===== src/rtl/gpio_pad_config_sequencer.sv =====
// Serial configuration controller for the user I/O pads: holds one mode word per pad
// and shifts the whole table out on a clock/data/load chain on command.
module gpio_pad_config_sequencer #(
  parameter int unsigned NUM_PADS     = 12,
  parameter int unsigned BITS_PER_PAD = 12,
  parameter int unsigned CLK_DIV      = 4,
  parameter logic [BITS_PER_PAD-1:0] RESET_MODE = 12'h006
) (
  input  logic                    clk,
  input  logic                    reset,
  input  logic                    start,
  input  logic                    mode_we,
  input  logic [3:0]              mode_addr,
  input  logic [BITS_PER_PAD-1:0] mode_wdata,
  output logic [BITS_PER_PAD-1:0] mode_rdata,
  output logic                    serial_clock,
  output logic                    serial_data,
  output logic                    serial_load,
  output logic                    busy,
  output logic                    done,
  output logic                    configured
);

  localparam int unsigned PAD_W = (NUM_PADS > 1) ? $clog2(NUM_PADS) : 1;
  localparam int unsigned BIT_W = (BITS_PER_PAD > 1) ? $clog2(BITS_PER_PAD) : 1;
  localparam int unsigned DIV_W = (CLK_DIV > 1) ? $clog2(CLK_DIV) : 1;

  localparam logic [PAD_W-1:0] PAD_LAST = PAD_W'(NUM_PADS - 1);
  localparam logic [BIT_W-1:0] BIT_LAST = BIT_W'(BITS_PER_PAD - 1);
  localparam logic [DIV_W-1:0] DIV_LAST = DIV_W'(CLK_DIV - 1);

  typedef enum logic [2:0] {
    S_IDLE,
    S_SETUP,
    S_HIGH,
    S_LOAD,
    S_FINISH
  } state_t;

  state_t                  state_q, state_d;
  logic [PAD_W-1:0]        pad_q, pad_d;
  logic [BIT_W-1:0]        bit_q, bit_d;
  logic [DIV_W-1:0]        div_q, div_d;
  logic [BITS_PER_PAD-1:0] mode_tbl [NUM_PADS];
  logic [BITS_PER_PAD-1:0] word_d;
  logic                    addr_ok;
  logic                    wr_ok;
  logic                    sclk_d, sdata_d, sload_d, busy_d, done_d;

  assign addr_ok    = 32'(mode_addr) < NUM_PADS;
  assign wr_ok      = mode_we && (state_q == S_IDLE) && addr_ok;
  assign mode_rdata = addr_ok ? mode_tbl[PAD_W'(mode_addr)] : '0;

  // Next state, counters and next registered output values
  always_comb begin
    state_d = state_q;
    pad_d   = pad_q;
    bit_d   = bit_q;
    div_d   = div_q;
    unique case (state_q)
      S_IDLE: begin
        if (start) begin
          state_d = S_SETUP;
          pad_d   = PAD_LAST;
          bit_d   = BIT_LAST;
          div_d   = DIV_LAST;
        end
      end
      S_SETUP: begin
        if (div_q == '0) begin
          state_d = S_HIGH;
          div_d   = DIV_LAST;
        end else begin
          div_d = div_q - DIV_W'(1);
        end
      end
      S_HIGH: begin
        if (div_q == '0) begin
          div_d = DIV_LAST;
          if (pad_q == '0 && bit_q == '0) begin
            state_d = S_LOAD;
          end else begin
            state_d = S_SETUP;
            if (bit_q == '0) begin
              bit_d = BIT_LAST;
              pad_d = pad_q - PAD_W'(1);
            end else begin
              bit_d = bit_q - BIT_W'(1);
            end
          end
        end else begin
          div_d = div_q - DIV_W'(1);
        end
      end
      S_LOAD: begin
        if (div_q == '0) state_d = S_FINISH;
        else             div_d   = div_q - DIV_W'(1);
      end
      S_FINISH: state_d = S_IDLE;
      default:  state_d = S_IDLE;
    endcase

    // A write landing on the start edge must reach the first shifted bit
    word_d = mode_tbl[pad_d];
    if (wr_ok && PAD_W'(mode_addr) == pad_d) word_d = mode_wdata;

    sclk_d  = (state_d == S_HIGH);
    sload_d = (state_d == S_LOAD);
    busy_d  = (state_d != S_IDLE);
    done_d  = (state_d == S_FINISH);
    sdata_d = (state_d == S_SETUP || state_d == S_HIGH) ? word_d[bit_d] : 1'b0;
  end

  always_ff @(posedge clk or posedge reset) begin
    if (reset) begin
      state_q      <= S_IDLE;
      pad_q        <= '0;
      bit_q        <= '0;
      div_q        <= '0;
      serial_clock <= 1'b0;
      serial_data  <= 1'b0;
      serial_load  <= 1'b0;
      busy         <= 1'b0;
      done         <= 1'b0;
      configured   <= 1'b0;
      for (int unsigned i = 0; i < NUM_PADS; i++) mode_tbl[i] <= RESET_MODE;
    end else begin
      state_q      <= state_d;
      pad_q        <= pad_d;
      bit_q        <= bit_d;
      div_q        <= div_d;
      serial_clock <= sclk_d;
      serial_data  <= sdata_d;
      serial_load  <= sload_d;
      busy         <= busy_d;
      done         <= done_d;
      configured   <= configured | done_d;
      if (wr_ok) mode_tbl[PAD_W'(mode_addr)] <= mode_wdata;
    end
  end

endmodule


===== config.mk =====
export PLATFORM = sky130hd
export DESIGN_NAME = gpio_pad_config_sequencer
export DESIGN_NICKNAME = d
export VERILOG_FILES = /design/src/rtl/gpio_pad_config_sequencer.sv
export SDC_FILE = /design/constraint.sdc
export NUM_CORES = 1
export LEC_CHECK = 0
export ABC_AREA = 1
export CORE_MARGIN = 5
export CORE_UTILIZATION = 50
export CTS_BUF_LIST = sky130_fd_sc_hd__clkbuf_8 sky130_fd_sc_hd__clkbuf_16
export DETAILED_ROUTE_END_ITERATION = 8
export GPL_TIMING_DRIVEN = 0
export PLACE_DENSITY_LB_ADDON = 0.25
export SLEW_MARGIN = 20
export SYNTH_ARGS = -nofsm -noshare
export SYNTH_HDL_FRONTEND = slang
export SYNTH_SLANG_ARGS = --single-unit
export TNS_END_PERCENT = 50

===== constraint.sdc =====
create_clock -name clk -period 15.72 [get_ports clk]
set_input_delay 3.144 -clock clk [delete_from_list [all_inputs] [get_ports clk]]
set_output_delay 3.144 -clock clk [all_outputs]
set_load 0.01 [all_outputs]

# [Yosys cells after proc, flatten, opt, wreduce, memory -nomap -nowiden]
# Index checks and enable logic that the tools add are counted.
[word_totals] register_bits=163 elab_cells=91
[classes] n_bitwise=3 mux=34 n_addsub=3 order_cmp=5 n_eq_ne=10 n_reduce_logical=14
[ops] operator="bitwise mux 144 bit" count=1
[ops] operator="binary-select mux 12 bit (select 4 bit)" count=2
[ops] operator="2-to-1 mux 12 bit" count=7
[ops] operator="demux 12 bit (select 4 bit)" count=1
[ops] operator="2-to-1 mux 4 bit" count=8
[ops] operator="one-hot mux 4 bit (2 select lines)" count=2
[ops] operator="== test 3 x 2 -> 1 bit (second input constant)" count=4
[ops] operator="2-to-1 mux 3 bit" count=4
[ops] operator="one-hot mux 3 bit (4 select lines)" count=1
[ops] operator="greater-or-equal comparator 5 bit (second input constant)" count=2
[ops] operator="NOT 4 -> 5 bit" count=2
[ops] operator="logical NOT 4 bit" count=2
[ops] operator="2-to-1 mux 2 bit" count=4
[ops] operator="subtractor 4 x 1 -> 4 bit (second input constant)" count=2
[ops] operator="== test 3 x 1 -> 1 bit (second input constant)" count=2
[ops] operator="one-hot mux 2 bit (3 select lines)" count=1
[ops] operator="nonzero test 3 bit" count=2
[ops] operator="logical AND 1 bit" count=5
[ops] operator="< comparator 4 x 5 -> 1 bit (second input constant)" count=1
[ops] operator="< comparator 5 x 1 -> 1 bit (second input constant)" count=1
[ops] operator="binary-select mux 1 bit (select 4 bit)" count=1
[ops] operator="== test 4 bit" count=1
[ops] operator="< comparator 4 bit (second input constant)" count=1
[ops] operator="inequality test 2 bit (second input constant)" count=2
[ops] operator="9 further kinds" count=10

# [Logic depth before layout (Yosys ltp)]
# Gate-level depths: netlist (run 1).
[logic_depth] word_depth=13 ltp_mapped=23

# [Worst setup path before layout (run 1)]
# Ideal clock, no wire load.
[synth_timing] path_type="input port to output port" startpoint="input port mode_addr[0]" endpoint="output port mode_rdata[2]" path_stages=6 arrival_ns=4.185 path_slack_ns=8.391 n_path_buf=2 cell_sequence="nand2_1 > clkbuf_1 > clkbuf_1 > o22ai_1 > o21ai_0 > nand3_1"
[synth_between] elab_chain_cells=5 word_cells_on_any_way=6
[synth_lines] element="start: declaration" line="13" source="input logic [3:0] mode_addr,"
[synth_lines] element="NOT 4 -> 5 bit (implied by the code)" line="52" source="assign mode_rdata = addr_ok ? mode_tbl[PAD_W'(mode_addr)] : '0;"
[synth_lines] element="binary-select mux 12 bit (select 4 bit)" line="52"
[synth_lines] element="2-to-1 mux 12 bit (implied by the code) (2 in a row)" line="52"
[synth_lines] element="2-to-1 mux 12 bit *" line="52"
[synth_lines] element="end: declaration" line="15" source="output logic [BITS_PER_PAD-1:0] mode_rdata,"
# Every way passes the cells marked *; elsewhere a longest branch is shown, timed or not. The select of a mux whose other input is x is not followed.

# [Worst setup path in the final report (run 1)]
[layout_timing] startpoint="input port mode_addr[1]" endpoint="output port mode_rdata[11]"
# The elaborated chain is that of the path after synthesis.

==> flow_summary.ini, run 1 <==
[global_routing]
grt_use_total_pct = 34.28
grt_remaining_overflow = 0
antenna_found_initial = 0
grt_pass1_vias = 9593
grt_first_pass_wirelength_um = 55720
grt_max_degree = 100

[outcome]
run_status = finished clean

[route]
drt-pass1-iter-count = 6
antenna_left = 0
drt_wl_total_um = 36390
route.met3.wl_um = 4027
drt_iter0_drc = 1319
vias = 9728
drc_errors = 0
wl_met1_um = 14570
wl_met2_um = 15980
wire_per_inst_um = 22.93
top_layer_used = met4
viasPerCell = 6.130

[placed_design]
gp_congestion = 1.006
placed_area_mm2 = 0.009952
dp_hpwl_um = 25310
preCtsSetupSlack_ns = 6.211
io_buffers = 33

[timing]
timing.hold.ws_ns = 0.4665
tightest_slew_ns = 0.9192
relSlewSlack_pct = 38.72
fin_skew_ns = 0.01197
hold_violations = 0
finalSetupViolations = 0
setup_ws_ns = 6.049
max_freq_mhz = 103.4
report.final.slew_viol_count = 0
rsz0062_at_grt = false
post-route-period-util_pct = 61.52
setup-tns-final_ns = 0
fin_crit_ns = 9.671

[cts]
cts_resized = 0
hold_buffers = 0
cts_tree = yes
clk_latency_ns = 0.45
path_clk_slew_ns = 0.06
clockBufferDepth = 2
clock-root-buffer = clkbuf_16
cts_buffers = 17
cts_sinks = 163
cts_max_level = 4
post_cts_buffers = 0

[layout]
areaGrowthSynthToFinish_pct = 13.40
num-nets-final = 1369
nFillCells = 1765
area.sequential_mm2 = 0.004109
n_antenna_cell = 0
drive_gt1_share_pct = 7.658
design_area_mm2 = 0.01055
multi_input_area_mm2 = 0.004215
final_common_cell = nand2_1
final_cell_mix = 320 x nand2_1, 198 x nand3_1, 172 x o21ai_0

[job]
maxCapViolations = 0

[floorplanning]
die_width_um = 146.4
initial_utilization_pct = 51.25
die_area_mm2 = 0.02143
io_pins = 38
rows = 49
design.core.area_mm2 = 0.01815
die_h_um = 146.4

[pwr]
p_per_area_mw_per_mm2 = 194.3
leakagePower_nw = 4.938
peakVddDrop_mv = 0.08682
finalPower_w = 0.002050

[synth]
syn_nets = 1316
syn_inst = 1292
synthFlopType = dfrtp_1
synth.yosys.warnings = 0
avgSynthCellArea_um2 = 7.198
synth_edf_count = 0
syn_area_mm2 = 0.009300
synth-seq-cells = 163
ys_seq_area_share_pct = 44.18
async_flop_share_pct = 100.0
ys_types = 34

[min_path]
hold_depth = 1
hold_path.class = flip-flop to flip-flop

[worst_setup_path]
worstRegToRegCells = 18
crit_required_ns = 12.58
worstSetupPathType = input port to primary output
start_kind = input port
reg2reg_slack_ns = 12.54
cp_max_fo = 10
crit_path_end_kind = primary output
cp.arrival_ns = 6.53
[report_power, final]
part	leakage (nW)	total, W	internal [W]	switching [W]
Clock	0.293	0.000433	0.000231	0.000202
Combinational	2.72	0.000865	0.000302	0.000564
Sequential	1.92	0.000751	0.000630	0.000121
[metal layers]
| metal | up-vias | GRT usage, % |
|---|---|---|
| li1 | 4383 | - |
| met1 | 4583 | 46.16 |
| met2 | 629 | 51.77 |
| met3 | 133 | 9.173 |
| met4 | 0 | 16.04 |
| met5 | - | 0 |
[registers in the layout, indices dropped and copies added, names as in the netlist, 2 cells and up]
signal    flops
mode_tbl    144
bit_q         4
pad_q         4
state_q       3
div_q         2
[layout make-up]
class                           count  area share, %
Buffer                             73          3.239
Clock buffer                       18          4.164
Clock inverter                     14          1.471
Inverter                          169          6.086
Multi-Input combinational cell    887          39.97
Sequential cell                   163          38.96
Tap cell                          229          2.717
Timing Repair Buffer               34          3.393
[critical path, cell delays in order]
cell             delay, ns
clkdlybuf4s50_1       0.51
nand2_1               0.18
clkbuf_1              0.57
clkbuf_1              0.76
o22ai_1               0.16
o21ai_0               0.47
nand3_1               0.20
clkdlybuf4s50_1       0.53
[cells by family after synthesis]
kind of cell | after synthesis | synth area share (%)
AOI/OAI and AO/OA | 286 | 16.78
adders and majority gates | 4 | 0.5382
buffers and inverters | 242 | 10.49
DFF | 163 | 44.18
and+or+nand+nor | 597 | 28.01
[per-stage QoR]
stage                     std cells  utilization (%)
after global routing           1587            58.12
after detailed placement       1555            54.84
after floorplan                1292                -
after global placement         1554            54.65
final                          1587            58.12
after CTS                      1587            58.12
[synth_stat cells (8+ instances only)]
master,count,share of area (%)
a22oi_1,20,1.6
nand2_1,320,13
o22ai_1,50,3.4
a21oi_1,31,1.7
nor3_1,8,0.43
nor2_1,46,1.9
o21ai_1,8,0.43
inv_2,8,0.32
inv_1,157,6.3
dfrtp_1,139,37
buf_2,12,0.65
dfstp_2,24,6.8
o21ai_0,172,9.3
nand3_1,198,11
clkbuf_1,47,1.9
[worst paths after layout]
path | start | end
max reg2reg | div_q[0] | serial_data
min | configured | configured
max | mode_addr[1] | mode_rdata[11]
max in group asynchronous | reset | mode_tbl[49]
min in group asynchronous | reset | mode_tbl[8]
min reg2reg | configured | configured
No activity file was read; power rests on OpenSTA's default activity.
==> run 2, diff against run 1 <==
==> constraint.sdc (replaced) <==
create_clock -name clk -period 10 [get_ports clk]
set_input_delay 2 -clock clk [delete_from_list [all_inputs] [get_ports clk]]
set_output_delay 2 -clock clk [all_outputs]
set_load 0.01 [all_outputs]
==> results of run 2 <==
Same layout as run 1 (identical final DEF). Status: finished clean.
Main changes from that run: setup slack after placement 6.211 ns -> 2.779 ns; setup slack after layout 6.049 ns -> 2.617 ns; register-to-register setup slack 12.54 ns -> 6.82 ns; total power 0.002050 W -> 0.003222 W; worst IR drop on VDD 0.08682 mV -> 0.1365 mV
